===== src/rtl/layer_fetch_sched_pkg.sv =====
// Shared types and constants for the per-pixel layer fetch scheduler.
// Holds the ROM/colour widths, FSM encoding and the small records passed between processes.
package layer_fetch_sched_pkg;

    localparam int ADDR_W     = 17;
    localparam int COLOR_W    = 12;
    localparam int LAYER_ID_W = 2;

    localparam logic [COLOR_W-1:0] TRANSPARENT_TEXEL = 12'hF0F;
    localparam logic [COLOR_W-1:0] BG_COLOR_DEFAULT  = 12'h000;

    typedef enum logic [1:0] {
        ST_IDLE  = 2'd0,
        ST_ISSUE = 2'd1,
        ST_DRAIN = 2'd2,
        ST_HOLD  = 2'd3
    } sched_state_e;

    typedef struct packed {
        logic                  valid;
        logic [LAYER_ID_W-1:0] id;
    } pipe_entry_t;

    typedef struct packed {
        logic [COLOR_W-1:0]    color;
        logic                  hit;
        logic [LAYER_ID_W-1:0] layer;
    } pix_result_t;

    function automatic logic texel_opaque(input logic [COLOR_W-1:0] texel,
                                          input logic [COLOR_W-1:0] key);
        return texel != key;
    endfunction

endpackage


===== src/rtl/layer_fetch_sched_prio_pick.sv =====
// Combinational priority picker: finds the lowest set bit of a pending mask,
// reports its index and the mask with that bit removed.
module layer_prio_pick
    import layer_fetch_sched_pkg::*;
#(
    parameter int N_LAYERS = 3
) (
    input  logic [N_LAYERS-1:0]   mask_i,
    output logic                  any_o,
    output logic [LAYER_ID_W-1:0] index_o,
    output logic [N_LAYERS-1:0]   rest_o
);

    logic [N_LAYERS-1:0] lowest;

    // Two's-complement trick isolates the lowest set bit, i.e. the highest-priority layer.
    assign lowest = mask_i & (~mask_i + N_LAYERS'(1));
    assign any_o  = |mask_i;
    assign rest_o = mask_i & ~lowest;

    always_comb begin
        index_o = '0;
        for (int i = 0; i < N_LAYERS; i++) begin
            if (lowest[i]) begin
                index_o = LAYER_ID_W'(i);
            end
        end
    end

endmodule


===== src/rtl/layer_fetch_sched.sv =====
// Shares one single-port image ROM among several layers within a pixel slot;
// the first opaque texel in priority order wins and is committed at the next tick.
module layer_fetch_sched
    import layer_fetch_sched_pkg::*;
#(
    parameter int                 N_LAYERS    = 3,
    parameter int                 CLK_PER_PIX = 4,
    parameter logic [COLOR_W-1:0] TRANSPARENT = TRANSPARENT_TEXEL,
    parameter logic [COLOR_W-1:0] BG_COLOR    = BG_COLOR_DEFAULT
) (
    input  logic                         clk,
    input  logic                         rst,
    input  logic                         pix_tick,
    input  logic [N_LAYERS-1:0]          layer_en,
    input  logic [ADDR_W*N_LAYERS-1:0]   layer_addr,
    output logic [ADDR_W-1:0]            rom_addr,
    input  logic [COLOR_W-1:0]           rom_data,
    output logic [COLOR_W-1:0]           pix_color,
    output logic                         pix_hit,
    output logic [LAYER_ID_W-1:0]        pix_layer,
    output logic                         overrun
);

    // A slot has CLK_PER_PIX cycles, and each layer needs one issue plus one check cycle.
    if (N_LAYERS < 1 || N_LAYERS >= CLK_PER_PIX || N_LAYERS > (1 << LAYER_ID_W)) begin : g_bad_cfg
        $error("layer_fetch_sched: N_LAYERS must lie in 1..CLK_PER_PIX-1");
    end

    sched_state_e                     state_q, state_d;
    logic [N_LAYERS-1:0]              pending_q, pending_d;
    logic [N_LAYERS-1:0][ADDR_W-1:0]  addr_q, addr_d;
    logic [ADDR_W-1:0]                rom_addr_q, rom_addr_d;
    pipe_entry_t                      pipe_q, pipe_d;
    logic                             found_q, found_d;
    logic [COLOR_W-1:0]               win_color_q, win_color_d;
    logic [LAYER_ID_W-1:0]            win_id_q, win_id_d;
    pix_result_t                      pix_q, pix_d;
    logic                             overrun_q, overrun_d;

    logic [N_LAYERS-1:0][ADDR_W-1:0]  layer_addr_vec;
    logic                             tick_any, issue_any, next_any;
    logic [LAYER_ID_W-1:0]            tick_idx, issue_idx, next_idx;
    logic [N_LAYERS-1:0]              tick_rest, issue_rest, next_rest;
    logic                             check_hit, found_now;
    logic                             unused_pick_rest;

    assign layer_addr_vec = layer_addr;

    layer_prio_pick #(.N_LAYERS(N_LAYERS)) u_pick_tick (
        .mask_i  (layer_en),
        .any_o   (tick_any),
        .index_o (tick_idx),
        .rest_o  (tick_rest)
    );

    layer_prio_pick #(.N_LAYERS(N_LAYERS)) u_pick_issue (
        .mask_i  (pending_q),
        .any_o   (issue_any),
        .index_o (issue_idx),
        .rest_o  (issue_rest)
    );

    // Looks one layer ahead so rom_addr is already set up for the next issue cycle.
    layer_prio_pick #(.N_LAYERS(N_LAYERS)) u_pick_next (
        .mask_i  (issue_rest),
        .any_o   (next_any),
        .index_o (next_idx),
        .rest_o  (next_rest)
    );

    assign unused_pick_rest = ^{tick_rest, next_rest};

    assign check_hit = pipe_q.valid & ~found_q & texel_opaque(rom_data, TRANSPARENT);
    assign found_now = found_q | check_hit;

    always_comb begin
        state_d     = state_q;
        pending_d   = pending_q;
        addr_d      = addr_q;
        rom_addr_d  = rom_addr_q;
        pipe_d      = '0;
        found_d     = found_q;
        win_color_d = win_color_q;
        win_id_d    = win_id_q;
        pix_d       = pix_q;
        overrun_d   = overrun_q;

        if (check_hit) begin
            found_d     = 1'b1;
            win_color_d = rom_data;
            win_id_d    = pipe_q.id;
        end

        if (pix_tick) begin
            // The tick cycle's own check still counts toward the slot being committed.
            if (found_q) begin
                pix_d = '{color: win_color_q, hit: 1'b1, layer: win_id_q};
            end else if (check_hit) begin
                pix_d = '{color: rom_data, hit: 1'b1, layer: pipe_q.id};
            end else begin
                pix_d = '{color: BG_COLOR, hit: 1'b0, layer: '0};
            end
            if ((pending_q != '0) && !found_now) begin
                overrun_d = 1'b1;
            end
            pending_d = layer_en;
            addr_d    = layer_addr_vec;
            if (tick_any) begin
                rom_addr_d = layer_addr_vec[tick_idx];
            end
            found_d = 1'b0;
            state_d = ST_ISSUE;
        end else begin
            case (state_q)
                ST_IDLE: begin
                    state_d = ST_IDLE;
                end
                ST_ISSUE: begin
                    if (issue_any && !found_now) begin
                        pending_d = issue_rest;
                        pipe_d    = '{valid: 1'b1, id: issue_idx};
                        if (next_any) begin
                            rom_addr_d = addr_q[next_idx];
                        end else begin
                            state_d = ST_DRAIN;
                        end
                    end else begin
                        state_d = ST_DRAIN;
                    end
                end
                ST_DRAIN: begin
                    state_d = ST_HOLD;
                end
                ST_HOLD: begin
                    state_d = ST_HOLD;
                end
                default: begin
                    state_d = ST_IDLE;
                end
            endcase
        end
    end

    always_ff @(posedge clk or negedge rst) begin
        if (!rst) begin
            state_q     <= ST_IDLE;
            pending_q   <= '0;
            addr_q      <= '0;
            rom_addr_q  <= '0;
            pipe_q      <= '0;
            found_q     <= 1'b0;
            win_color_q <= '0;
            win_id_q    <= '0;
            pix_q       <= '0;
            overrun_q   <= 1'b0;
        end else begin
            state_q     <= state_d;
            pending_q   <= pending_d;
            addr_q      <= addr_d;
            rom_addr_q  <= rom_addr_d;
            pipe_q      <= pipe_d;
            found_q     <= found_d;
            win_color_q <= win_color_d;
            win_id_q    <= win_id_d;
            pix_q       <= pix_d;
            overrun_q   <= overrun_d;
        end
    end

    assign rom_addr  = rom_addr_q;
    assign pix_color = pix_q.color;
    assign pix_hit   = pix_q.hit;
    assign pix_layer = pix_q.layer;
    assign overrun   = overrun_q;

endmodule


===== config.mk =====
export PLATFORM = sky130hd
export DESIGN_NAME = layer_fetch_sched
export DESIGN_NICKNAME = d
export VERILOG_FILES = /design/src/rtl/layer_fetch_sched_pkg.sv /design/src/rtl/layer_fetch_sched_prio_pick.sv /design/src/rtl/layer_fetch_sched.sv
export SDC_FILE = /design/constraint.sdc
export NUM_CORES = 1
export LEC_CHECK = 0
export ABC_AREA = 1
export CORE_ASPECT_RATIO = 1.25
export CORE_MARGIN = 8
export CORE_UTILIZATION = 25
export DETAILED_ROUTE_END_ITERATION = 12
export HOLD_SLACK_MARGIN = 0.1
export SLEW_MARGIN = 30
export SYNTH_ARGS = -nofsm -noshare
export SYNTH_HDL_FRONTEND = slang
export SYNTH_HIERARCHICAL = 1
export SYNTH_SLANG_ARGS = --single-unit

===== constraint.sdc =====
create_clock -name clk -period 4.25 [get_ports clk]
set_input_delay 0.85 -clock clk [delete_from_list [all_inputs] [get_ports clk]]
set_output_delay 0.85 -clock clk [all_outputs]
set_load 0.02 [all_outputs]

## Yosys cells after proc, flatten, opt, wreduce, memory -nomap -nowiden

Index checks and enable logic that the tools add are counted.

- Logic and storage cells: 83
- Output and inout port bits: 33
- Input bits: 69
- Flip-flop bits (word level): 107

- Equal/unequal tests: 6
- $lt $le $gt $ge: 2
- Reduce and logical (&&, ||, !) cells: 16
- Add/subtract/negate cells: 3
- Bitwise logic cells: 12
- Muxes and demuxes: 29

Operators by type and width:

| operator | count |
|---|---|
| 17-bit 2-to-1 mux | 7 |
| 17-bit binary-select mux with 2-bit select | 2 |
| 15-bit 2-to-1 mux | 2 |
| 3-bit 2-to-1 mux | 6 |
| 3-bit AND | 4 |
| 2-bit 2-to-1 mux | 6 |
| 12-bit != test, second input constant | 1 |
| 3-bit inverter | 4 |
| 3-bit by 1-bit adder with 3-bit output, second input constant | 3 |
| 3-bit OR reduction | 3 |
| 2-bit nonzero test | 4 |
| 2-bit by 3-bit less-than comparator with 1-bit output, second input constant | 2 |
| 2-bit case mux with 3 select lines | 1 |
| 1-bit 2-to-1 mux | 5 |
| 2-bit equality test, second input constant | 2 |
| 4-bit != test, second input constant | 1 |
| 2-bit AND reduction | 2 |
| 4-bit AND reduction | 1 |
| 3-bit nonzero test | 1 |
| 1-bit AND | 2 |
| 2-bit by 1-bit equality test with 1-bit output, second input constant | 1 |
| 1-bit logical AND | 2 |
| 2-bit logical NOT | 1 |
| 2-bit by 1-bit != test with 1-bit output, second input constant | 1 |
| other kinds (4) | 4 |

## Longest topological paths before layout

Gate-level depths: netlist of the first run.

- Depth after elaboration: 16
- Gate-level depth with buffers: 12
- Depth with buffers taken out: 11

## Modules after synthesis

The synthesis of the first run kept the hierarchy.

By module, submodules not included:

| module | cells an instance | sequential area each (µm²) | area each (µm²) | instances |
|---|---|---|---|---|
| layer_fetch_sched | 639 | 2,677.6 | 5,188.7 | 1 |
| layer_prio_pick | 13 | 0.0 | 57.6 | 3 |

## Least setup slack after synthesis of the first run

No wires, ideal clock.

- Kind: in2reg
- From: input layer_en[1]
- To: register rom_addr_q[5] (netlist: rom_addr[5])
- Buffers on the path: 1
- Required time: 4,185 ps
- Setup time: 65 ps
- Stages: 10
- Arrival time: 1,961 ps
- Setup slack: 2,223 ps
- Path through: inv_1 -> nand2_1 -> nor2_1 -> inv_2 -> buf_6 -> nor3_1 -> a21oi_1 -> o211ai_1 -> nand3_1 -> nand2_1

- Elaborated cells on any way between the ends: 12
- Those cells by class: add/sub: 1; eq/ne: 1; mux: 6; bitwise: 2; reduce/logical: 2

RTL lines:

| what | RTL line | source |
|---|---|---|
| start, declared | layer_fetch_sched.sv:14 | `input logic [N_LAYERS-1:0] layer_en,` |
| 3-bit inverter | layer_fetch_sched_prio_pick.sv:17 | `assign lowest = mask_i & (~mask_i + N_LAYERS'(1));` |
| 3-bit by 1-bit adder with 3-bit output | layer_fetch_sched_prio_pick.sv:17 |  |
| 3-bit AND | layer_fetch_sched_prio_pick.sv:17 |  |
| 2-bit 2-to-1 mux | layer_fetch_sched_prio_pick.sv:24 | `if (lowest[i]) begin` |
| via tick_idx[1] | layer_fetch_sched.sv:42 | `logic [LAYER_ID_W-1:0] tick_idx, issue_idx, next_idx;` |
| 17-bit binary-select mux with 2-bit select | layer_fetch_sched.sv:109 | `rom_addr_d = layer_addr_vec[tick_idx];` |
| 17-bit 2-to-1 mux (not written as such) | layer_fetch_sched.sv:109 |  |
| 17-bit 2-to-1 mux | layer_fetch_sched.sv:108 | `if (tick_any) begin` |
| 17-bit 2-to-1 mux | layer_fetch_sched.sv:94 | `if (pix_tick) begin` |
| end signal, assigned | layer_fetch_sched.sv:160 | `rom_addr_q <= rom_addr_d;` |
| end, declared | layer_fetch_sched.sv:32 | `logic [ADDR_W-1:0] rom_addr_q, rom_addr_d;` |

The timed path passes the listed nets, and every way through them passes these cells. The select of a mux whose other input is x is not followed.
A chain may end at the register's enable or synchronous reset.

## Final worst setup path of the first run

- From: input pix_tick
- To: register rom_addr_q[0] (netlist: rom_addr[0])

- Cells in the longest elaborated chain, start to end: 2
- Elaborated cells on any way between the ends: 6
- Those cells by class: eq/ne: 1; mux: 1; reduce/logical: 4

Ends and longest elaborated chain:

| what | RTL line | source |
|---|---|---|
| start, declared | layer_fetch_sched.sv:13 | `input logic pix_tick,` |
| 2-bit by 1-bit != test with 1-bit output (no source line) or 2-bit nonzero test (tied branches) | n/a |  |
| 4-bit AND reduction (no source line) | n/a |  |

Parallel ways exist; a longest one is shown, timed or not.

==> flow_results.xml, run 1 <==
<?xml version="1.0" encoding="UTF-8"?>
<metrics>
  <group name="timing">
    <metric name="max-slew-margin-rel" unit="%">37.6</metric>
    <metric name="timing.final.setup_violations" unit="">0</metric>
    <metric name="worst_pin_slew" unit="ps">935</metric>
    <metric name="clock-skew-final" unit="ps">7.40</metric>
    <metric name="tns" unit="ps">0</metric>
    <metric name="finalWorstPathRequiredPeriod" unit="ps">2570</metric>
    <metric name="report.final.hold_viol_count" unit="">0</metric>
    <metric name="share_of_the_clock_period_used_by_the_worst_path_after_layout" unit="%">60.5</metric>
    <metric name="slew_violations" unit="">0</metric>
    <metric name="hold_ws" unit="ps">474</metric>
    <metric name="max_clock_freq" unit="MHz">389</metric>
    <metric name="grt_setup_unrepaired" unit="">false</metric>
  </group>
  <group name="logic_synthesis">
    <metric name="synth_area" unit="µm²">5310</metric>
    <metric name="synth-warning-count" unit="">6</metric>
    <metric name="synth_cells" unit="">668</metric>
    <metric name="postSynthAreaPerCell" unit="µm²">7.95</metric>
    <metric name="synth_fp_nets" unit="">737</metric>
  </group>
  <group name="cells_and_area">
    <metric name="layout-drive-gt1-share" unit="%">5.76</metric>
    <metric name="finish.net_count" unit="">812</metric>
    <metric name="antenna_cells" unit="">0</metric>
    <metric name="finish.cell_count_without_fillers" unit="">1020</metric>
    <metric name="fillers" unit="">2247</metric>
    <metric name="final_core_util" unit="%">32.4</metric>
    <metric name="synthToLayoutAreaGrowth" unit="%">27.1</metric>
  </group>
  <group name="outcome">
    <metric name="outcome" unit="">finished, final reports clean</metric>
  </group>
  <group name="global_route">
    <metric name="grt_overflow_total" unit="">0</metric>
    <metric name="met2_usage" unit="%">20.7</metric>
    <metric name="gr-max-usage-layer" unit="">met2</metric>
    <metric name="antenna_found_initial" unit="">0</metric>
    <metric name="vias_in_the_first_global_route" unit="">4645</metric>
    <metric name="maximum_number_of_pins_on_one_net_before_global_route_repair" unit="">80</metric>
    <metric name="global_route.usage.met3" unit="%">3.51</metric>
    <metric name="grt_first_pass_wirelength" unit="mm">26.0</metric>
    <metric name="grtUsageTotal" unit="%">12.7</metric>
    <metric name="global_route.usage.met1" unit="%">15.9</metric>
  </group>
  <group name="clocking">
    <metric name="clock_tree_from_tritoncts" unit="">yes</metric>
    <metric name="cts.repair.resized" unit="">0</metric>
    <metric name="cts-htree-levels" unit="">3</metric>
    <metric name="cts_hold_buf" unit="">0</metric>
    <metric name="clk_transition_reported_paths" unit="ps">70</metric>
    <metric name="cts_made_buffers" unit="">9</metric>
    <metric name="clk_root_buffer_cell" unit="">sky130_fd_sc_hd__clkbuf_16</metric>
    <metric name="clock_path_buffers" unit="">2</metric>
    <metric name="cts_num_sinks" unit="">107</metric>
    <metric name="cts_setup_buffers" unit="">0</metric>
    <metric name="clock_latency" unit="ps">360</metric>
  </group>
  <group name="die">
    <metric name="die_height" unit="µm">179</metric>
    <metric name="rows" unit="">59</metric>
    <metric name="full_die_area" unit="µm²">26200</metric>
    <metric name="die_width" unit="µm">146</metric>
    <metric name="boundaryPins" unit="">102</metric>
    <metric name="core_area" unit="µm²">20800</metric>
    <metric name="initial_core_util" unit="%">25.5</metric>
  </group>
  <group name="min_path">
    <metric name="hold_path_class" unit="">flip-flop to flip-flop</metric>
  </group>
  <group name="setup_path">
    <metric name="setup.worst_path.class" unit="">primary input to flip-flop</metric>
    <metric name="critical_path.top_delay_family" unit="">buffers and inverters</metric>
    <metric name="critPathMaxStageDelay" unit="ps">650</metric>
    <metric name="critical_path.startpoint_type" unit="">primary input</metric>
    <metric name="critical_path_maximum_fanout" unit="">79</metric>
    <metric name="cp.arrival" unit="ps">2870</metric>
    <metric name="path_buf_inv" unit="">2</metric>
    <metric name="endpoint_class_of_the_critical_path" unit="">flip-flop</metric>
    <metric name="timing.critical_path.required" unit="ps">4550</metric>
    <metric name="critical_path.cell_chain" unit="">buf_4 -&gt; inv_4 -&gt; nor2_8 -&gt; o21ai_0 -&gt; o211ai_1 -&gt; nand3_1 -&gt; nand2_1</metric>
    <metric name="critical-path-slowest-cell" unit="">sky130_fd_sc_hd__buf_4</metric>
  </group>
  <group name="power">
    <metric name="power_per_cell_area" unit="nW/µm²">425</metric>
    <metric name="total_power" unit="mW">2.87</metric>
    <metric name="power.leakage" unit="nW">3.07</metric>
    <metric name="ir_worst_vdd" unit="µV">238</metric>
  </group>
  <group name="route">
    <metric name="drtIter0Drc" unit="">353</metric>
    <metric name="drt_first_pass_iters" unit="">5</metric>
    <metric name="route.detailed.wl_per_inst" unit="µm">15.9</metric>
    <metric name="drt-vias-per-instance" unit="">4.64</metric>
    <metric name="dr_total_vias" unit="">4730</metric>
    <metric name="drtAntennaViolNets" unit="">0</metric>
    <metric name="routed_wirelength" unit="mm">16.2</metric>
    <metric name="drc_errors" unit="">0</metric>
  </group>
  <group name="placement">
    <metric name="placedCellCount" unit="">1006</metric>
    <metric name="post-dp-hpwl" unit="mm">11.2</metric>
    <metric name="portBuffers" unit="">101</metric>
    <metric name="gp_congestion" unit="">0.808</metric>
  </group>
  <group name="run">
    <metric name="max_cap_violations" unit="">0</metric>
  </group>
</metrics>
## worst reg2reg max path, stage by stage (launching register included)
cell and delay, ps:
sky130_fd_sc_hd__dfrtp_1 430, sky130_fd_sc_hd__nand2_1 70, sky130_fd_sc_hd__inv_1 100, sky130_fd_sc_hd__inv_1 70, sky130_fd_sc_hd__nor2_2 710, sky130_fd_sc_hd__nor2_4 240
sky130_fd_sc_hd__a21oi_1 380, sky130_fd_sc_hd__o211ai_1 150, sky130_fd_sc_hd__nand3_1 110, sky130_fd_sc_hd__nand2_1 60
## cell type report
cell class                 instances  area [µm²]  area share (%)
sequential                       107        2680            39.7
clock buffer                      11         243            3.60
timing repair buffer             105        1050            15.6
clock inverter                     3        40.0           0.593
inverter                          60         228            3.37
tap                              274         343            5.08
multi-input combinational        460        2170            32.1
## metrics by stage
step                setup slack [ps]  area (µm²)
floorplan                       2220        5310
global placement                1300        6460
detailed placement              1290        6460
CTS                             1670        6750
global route                    1450        6750
finish                          1680        6750
## final timing paths
check                           slack (ps)    startpoint  depth (start not counted)           end
worst min-delay path                   470     addr_q[5]                          2     addr_q[5]
worst max-delay path                  1680      pix_tick                          7   rom_addr[0]
worst max register to register        1830  pending_q[0]                          9   rom_addr[4]
max in group asynchronous             3070           rst                          2   rom_addr[8]
worst min register to register         470     addr_q[5]                          2     addr_q[5]
min in group asynchronous              490           rst                          1  pix_color[7]
## sequential cells by signal, summed over array words and instances, names as in the netlist
name / count
addr_q: 51
rom_addr: 17
pix_color: 12
win_color_q: 12
pending_q: 3
pipe_q: 3
pix_layer: 2
state_q: 2
win_id_q: 2
found_q: 1
overrun: 1
pix_hit: 1
## placed cells by master, fill, tap and decap left out
master / n
sky130_fd_sc_hd__clkbuf_16: 9
sky130_fd_sc_hd__a21oi_1: 44
sky130_fd_sc_hd__inv_1: 54
sky130_fd_sc_hd__nor3b_1: 2
sky130_fd_sc_hd__nand3_4: 1
sky130_fd_sc_hd__conb_1: 1
sky130_fd_sc_hd__nand4_1: 2
sky130_fd_sc_hd__nor2_2: 7
sky130_fd_sc_hd__bufinv_16: 1
sky130_fd_sc_hd__nand3_1: 41
sky130_fd_sc_hd__nand2_2: 1
sky130_fd_sc_hd__o21ai_1: 3
sky130_fd_sc_hd__dfrtp_1: 107
sky130_fd_sc_hd__nand2_4: 2
sky130_fd_sc_hd__nor2_8: 1
sky130_fd_sc_hd__clkdlybuf4s50_1: 99
sky130_fd_sc_hd__o21ai_0: 48
sky130_fd_sc_hd__o21bai_1: 1
sky130_fd_sc_hd__buf_12: 1
sky130_fd_sc_hd__o211ai_1: 34
sky130_fd_sc_hd__nand4_4: 1
sky130_fd_sc_hd__or2_2: 2
sky130_fd_sc_hd__clkbuf_1: 1
sky130_fd_sc_hd__nor2_4: 2
sky130_fd_sc_hd__clkinv_2: 2
sky130_fd_sc_hd__o21ai_2: 1
sky130_fd_sc_hd__nand2_1: 194
sky130_fd_sc_hd__inv_2: 5
sky130_fd_sc_hd__inv_4: 1
sky130_fd_sc_hd__nor3_1: 15
sky130_fd_sc_hd__nor2_1: 57
sky130_fd_sc_hd__buf_4: 4
sky130_fd_sc_hd__buf_6: 1
sky130_fd_sc_hd__clkbuf_8: 1
## where the power goes
group	total [mW]	switching [mW]	internal [mW]	leakage, nW
Clock	0.841	0.376	0.465	0.141
Combinational	0.736	0.433	0.303	1.60
Sequential	1.29	0.101	1.19	1.32
Total	2.87	0.909	1.96	3.07
## layer usage
layer / up-vias / part of all wire, % / wire (µm)
met5: - / 0 / 0
met3: 21 / 5.8 / 943
met4: 0 / 2.7 / 437
met1: 2252 / 44 / 7100
li1: 2311 / - / -
met2: 146 / 48 / 7760
Power figures use the tool's default switching activity.
==> inputs of run 2 (changes only) <==
clock period = 2.44 ns   (was 4.25 ns; I/O delays follow)
==> flow_results.xml, run 2 (synthesis gave the netlist of run 1 again) <==
<?xml version="1.0" encoding="UTF-8"?>
<metrics>
  <group name="outcome">
    <metric name="outcome" unit="">finished, final reports clean</metric>
  </group>
  <group name="route">
    <metric name="drt-vias-per-instance" unit="">4.64</metric>
    <metric name="dr_total_vias" unit="">4815</metric>
    <metric name="drt_first_pass_iters" unit="">5</metric>
    <metric name="routed_wirelength" unit="mm">16.6</metric>
    <metric name="route.detailed.wl_per_inst" unit="µm">16.0</metric>
    <metric name="drtIter0Drc" unit="">308</metric>
    <metric name="drc_errors" unit="">0</metric>
    <metric name="drtAntennaViolNets" unit="">0</metric>
  </group>
  <group name="cells_and_area">
    <metric name="area.sequential" unit="µm²">2680</metric>
    <metric name="top_register" unit="">addr_q</metric>
    <metric name="largest_register_ff_count" unit="">51</metric>
    <metric name="mostFrequentLayoutCells" unit="">194 x sky130_fd_sc_hd__nand2_1, 107 x sky130_fd_sc_hd__dfrtp_1, 99 x sky130_fd_sc_hd__clkdlybuf4s50_1</metric>
    <metric name="multi_input_area" unit="µm²">2170</metric>
    <metric name="fillers" unit="">2265</metric>
    <metric name="layout.cells.most_common" unit="">sky130_fd_sc_hd__nand2_1</metric>
    <metric name="finish.net_count" unit="">828</metric>
    <metric name="synthToLayoutAreaGrowth" unit="%">30.6</metric>
    <metric name="layout-drive-gt1-share" unit="%">7.99</metric>
    <metric name="antenna_cells" unit="">0</metric>
  </group>
  <group name="setup_path">
    <metric name="r2r.worst_path.cells" unit="">11</metric>
    <metric name="critical_path_maximum_fanout" unit="">10</metric>
    <metric name="timing.critical_path.required" unit="ps">2740</metric>
    <metric name="r2r-start" unit="">pending_q[0]</metric>
    <metric name="timing.reg2reg.setup_slack" unit="ps">460</metric>
    <metric name="cp-endpoint" unit="">rom_addr[15]</metric>
    <metric name="endpoint_class_of_the_critical_path" unit="">flip-flop</metric>
    <metric name="critical_path.cell_chain" unit="">clkdlybuf4s50_1 -&gt; inv_1 -&gt; nand2_1 -&gt; nor2_1 -&gt; inv_2 -&gt; buf_12 -&gt; nor2_1 -&gt; nand3_1 -&gt; nand4_1 -&gt; nand3_1 -&gt; nand2_1</metric>
    <metric name="path_depth" unit="">11</metric>
    <metric name="setup.worst_path.class" unit="">primary input to flip-flop</metric>
    <metric name="critPathMaxStageDelay" unit="ps">420</metric>
    <metric name="cp.arrival" unit="ps">2350</metric>
    <metric name="critical_path.top_delay_family" unit="">simple AND/OR/NAND/NOR gates</metric>
    <metric name="regToRegEndpoint" unit="">rom_addr[4]</metric>
    <metric name="critical_path.startpoint_type" unit="">primary input</metric>
    <metric name="cp-startpoint" unit="">layer_en[1]</metric>
    <metric name="path_buf_inv" unit="">4</metric>
    <metric name="critical-path-slowest-cell" unit="">sky130_fd_sc_hd__clkdlybuf4s50_1</metric>
  </group>
  <group name="timing">
    <metric name="slew_violations" unit="">0</metric>
    <metric name="finalWorstPathRequiredPeriod" unit="ps">2060</metric>
    <metric name="clock-skew-final" unit="ps">9.26</metric>
    <metric name="tns" unit="ps">0</metric>
    <metric name="grt_setup_unrepaired" unit="">false</metric>
    <metric name="report.final.hold_viol_count" unit="">0</metric>
    <metric name="share_of_the_clock_period_used_by_the_worst_path_after_layout" unit="%">84.2</metric>
    <metric name="worst_pin_slew" unit="ps">816</metric>
    <metric name="max_clock_freq" unit="MHz">487</metric>
    <metric name="max-slew-margin-rel" unit="%">45.6</metric>
    <metric name="timing.final.setup_violations" unit="">0</metric>
  </group>
  <group name="clocking">
    <metric name="cts_setup_buffers" unit="">0</metric>
    <metric name="clk_transition_reported_paths" unit="ps">70</metric>
    <metric name="cts_made_buffers" unit="">9</metric>
    <metric name="cts.repair.resized" unit="">0</metric>
    <metric name="clk_root_buffer_cell" unit="">sky130_fd_sc_hd__clkbuf_16</metric>
    <metric name="clock_latency" unit="ps">360</metric>
    <metric name="clock_path_buffers" unit="">2</metric>
    <metric name="cts_num_sinks" unit="">107</metric>
    <metric name="cts_hold_buf" unit="">0</metric>
    <metric name="cts-htree-levels" unit="">3</metric>
    <metric name="clock_tree_from_tritoncts" unit="">yes</metric>
  </group>
  <group name="global_route">
    <metric name="antenna_found_initial" unit="">0</metric>
    <metric name="grtUsageTotal" unit="%">12.8</metric>
    <metric name="grt_overflow_total" unit="">0</metric>
    <metric name="grt_first_pass_wirelength" unit="mm">26.3</metric>
    <metric name="maximum_number_of_pins_on_one_net_before_global_route_repair" unit="">44</metric>
    <metric name="vias_in_the_first_global_route" unit="">4815</metric>
  </group>
  <group name="placement">
    <metric name="gp_congestion" unit="">0.804</metric>
    <metric name="portBuffers" unit="">101</metric>
    <metric name="post-dp-hpwl" unit="mm">11.9</metric>
  </group>
  <group name="min_path">
    <metric name="hold_path_class" unit="">primary input to asynchronous set/reset pin</metric>
  </group>
  <group name="power">
    <metric name="power.leakage" unit="nW">3.17</metric>
    <metric name="ir_worst_vdd" unit="µV">397</metric>
    <metric name="total_power" unit="mW">5.03</metric>
    <metric name="power_per_cell_area" unit="nW/µm²">725</metric>
  </group>
  <group name="die">
    <metric name="initial_core_util" unit="%">25.5</metric>
    <metric name="rows" unit="">59</metric>
    <metric name="core_area" unit="µm²">20800</metric>
    <metric name="full_die_area" unit="µm²">26200</metric>
    <metric name="boundaryPins" unit="">102</metric>
    <metric name="die_width" unit="µm">146</metric>
    <metric name="die_height" unit="µm">179</metric>
  </group>
  <group name="run">
    <metric name="max_cap_violations" unit="">0</metric>
  </group>
</metrics>
## run 2: cell count changes in the layout (fill, tap and decap cells not counted), sizes merged
cell / previous run / this run
clkinvlp: 0 / 1
buf: 6 / 22
clkbuf: 11 / 12
inv: 60 / 61
clkinv: 2 / 1
bufinv: 1 / 0
## run 2: through the flow
step | setup WS [ps] | hold WS (ps) | utilization (%) | cell area, µm² | std cells
after floorplan | 775 | 192 | - | 5310 | 668
after global placement | 67.4 | 454 | 31.9 | 6650 | 1022
after detailed placement | 34.9 | 459 | 31.9 | 6650 | 1022
after CTS | 405 | 113 | 33.3 | 6930 | 1037
after global routing | 182 | 135 | 33.3 | 6930 | 1037
final | 385 | 108 | 33.3 | 6930 | 1037
## run 2: how the worst min path moves through the flow
stage / start / end / slack (ps) / depth (start not counted)
global route: rst / pix_color[6] / 130 / 1
global placement: addr_q[13] / addr_q[13] / 450 / 2
CTS: rst / pix_color[7] / 110 / 1
finish: rst / pix_color[6] / 110 / 1
detailed placement: addr_q[16] / addr_q[16] / 460 / 2
floorplan: rst / addr_q[0] / 190 / 0
## run 2: area by class of cell
type / count / area share [%]
repair buffers: 121 / 17.8
clock inverters: 3 / 0.307
inverters: 60 / 3.28
flip-flops and latches: 107 / 38.6
well taps: 274 / 4.94
clock buffers: 12 / 3.84
multi-input cells: 460 / 31.3
## run 2: worst reg2reg max path, cell delays in order, from the launching register on
cell	delay (ps)
sky130_fd_sc_hd__dfrtp_1	430
sky130_fd_sc_hd__nand2_1	80
sky130_fd_sc_hd__inv_1	60
sky130_fd_sc_hd__inv_1	90
sky130_fd_sc_hd__nand2_1	60
sky130_fd_sc_hd__nor2_1	220
sky130_fd_sc_hd__inv_2	70
sky130_fd_sc_hd__nor2_4	370
sky130_fd_sc_hd__a21oi_1	200
sky130_fd_sc_hd__o211ai_1	140
sky130_fd_sc_hd__nand3_1	110
sky130_fd_sc_hd__nand2_1	90
## run 2: where the power goes
part	switching, mW	total [mW]	internal (mW)
sequential	0.173	2.25	2.08
clock	0.675	1.45	0.774
combinational	0.772	1.33	0.561
## run 2: layer usage
metal  share of wire, %  vias to the layer above  global-route usage [%]
met5                  0                        -                       0
met4                1.9                        0                    3.87
met3                6.0                       19                    3.96
met2                 50                      159                    21.9
met1                 42                     2301                    15.3
li1                   -                     2336                       -
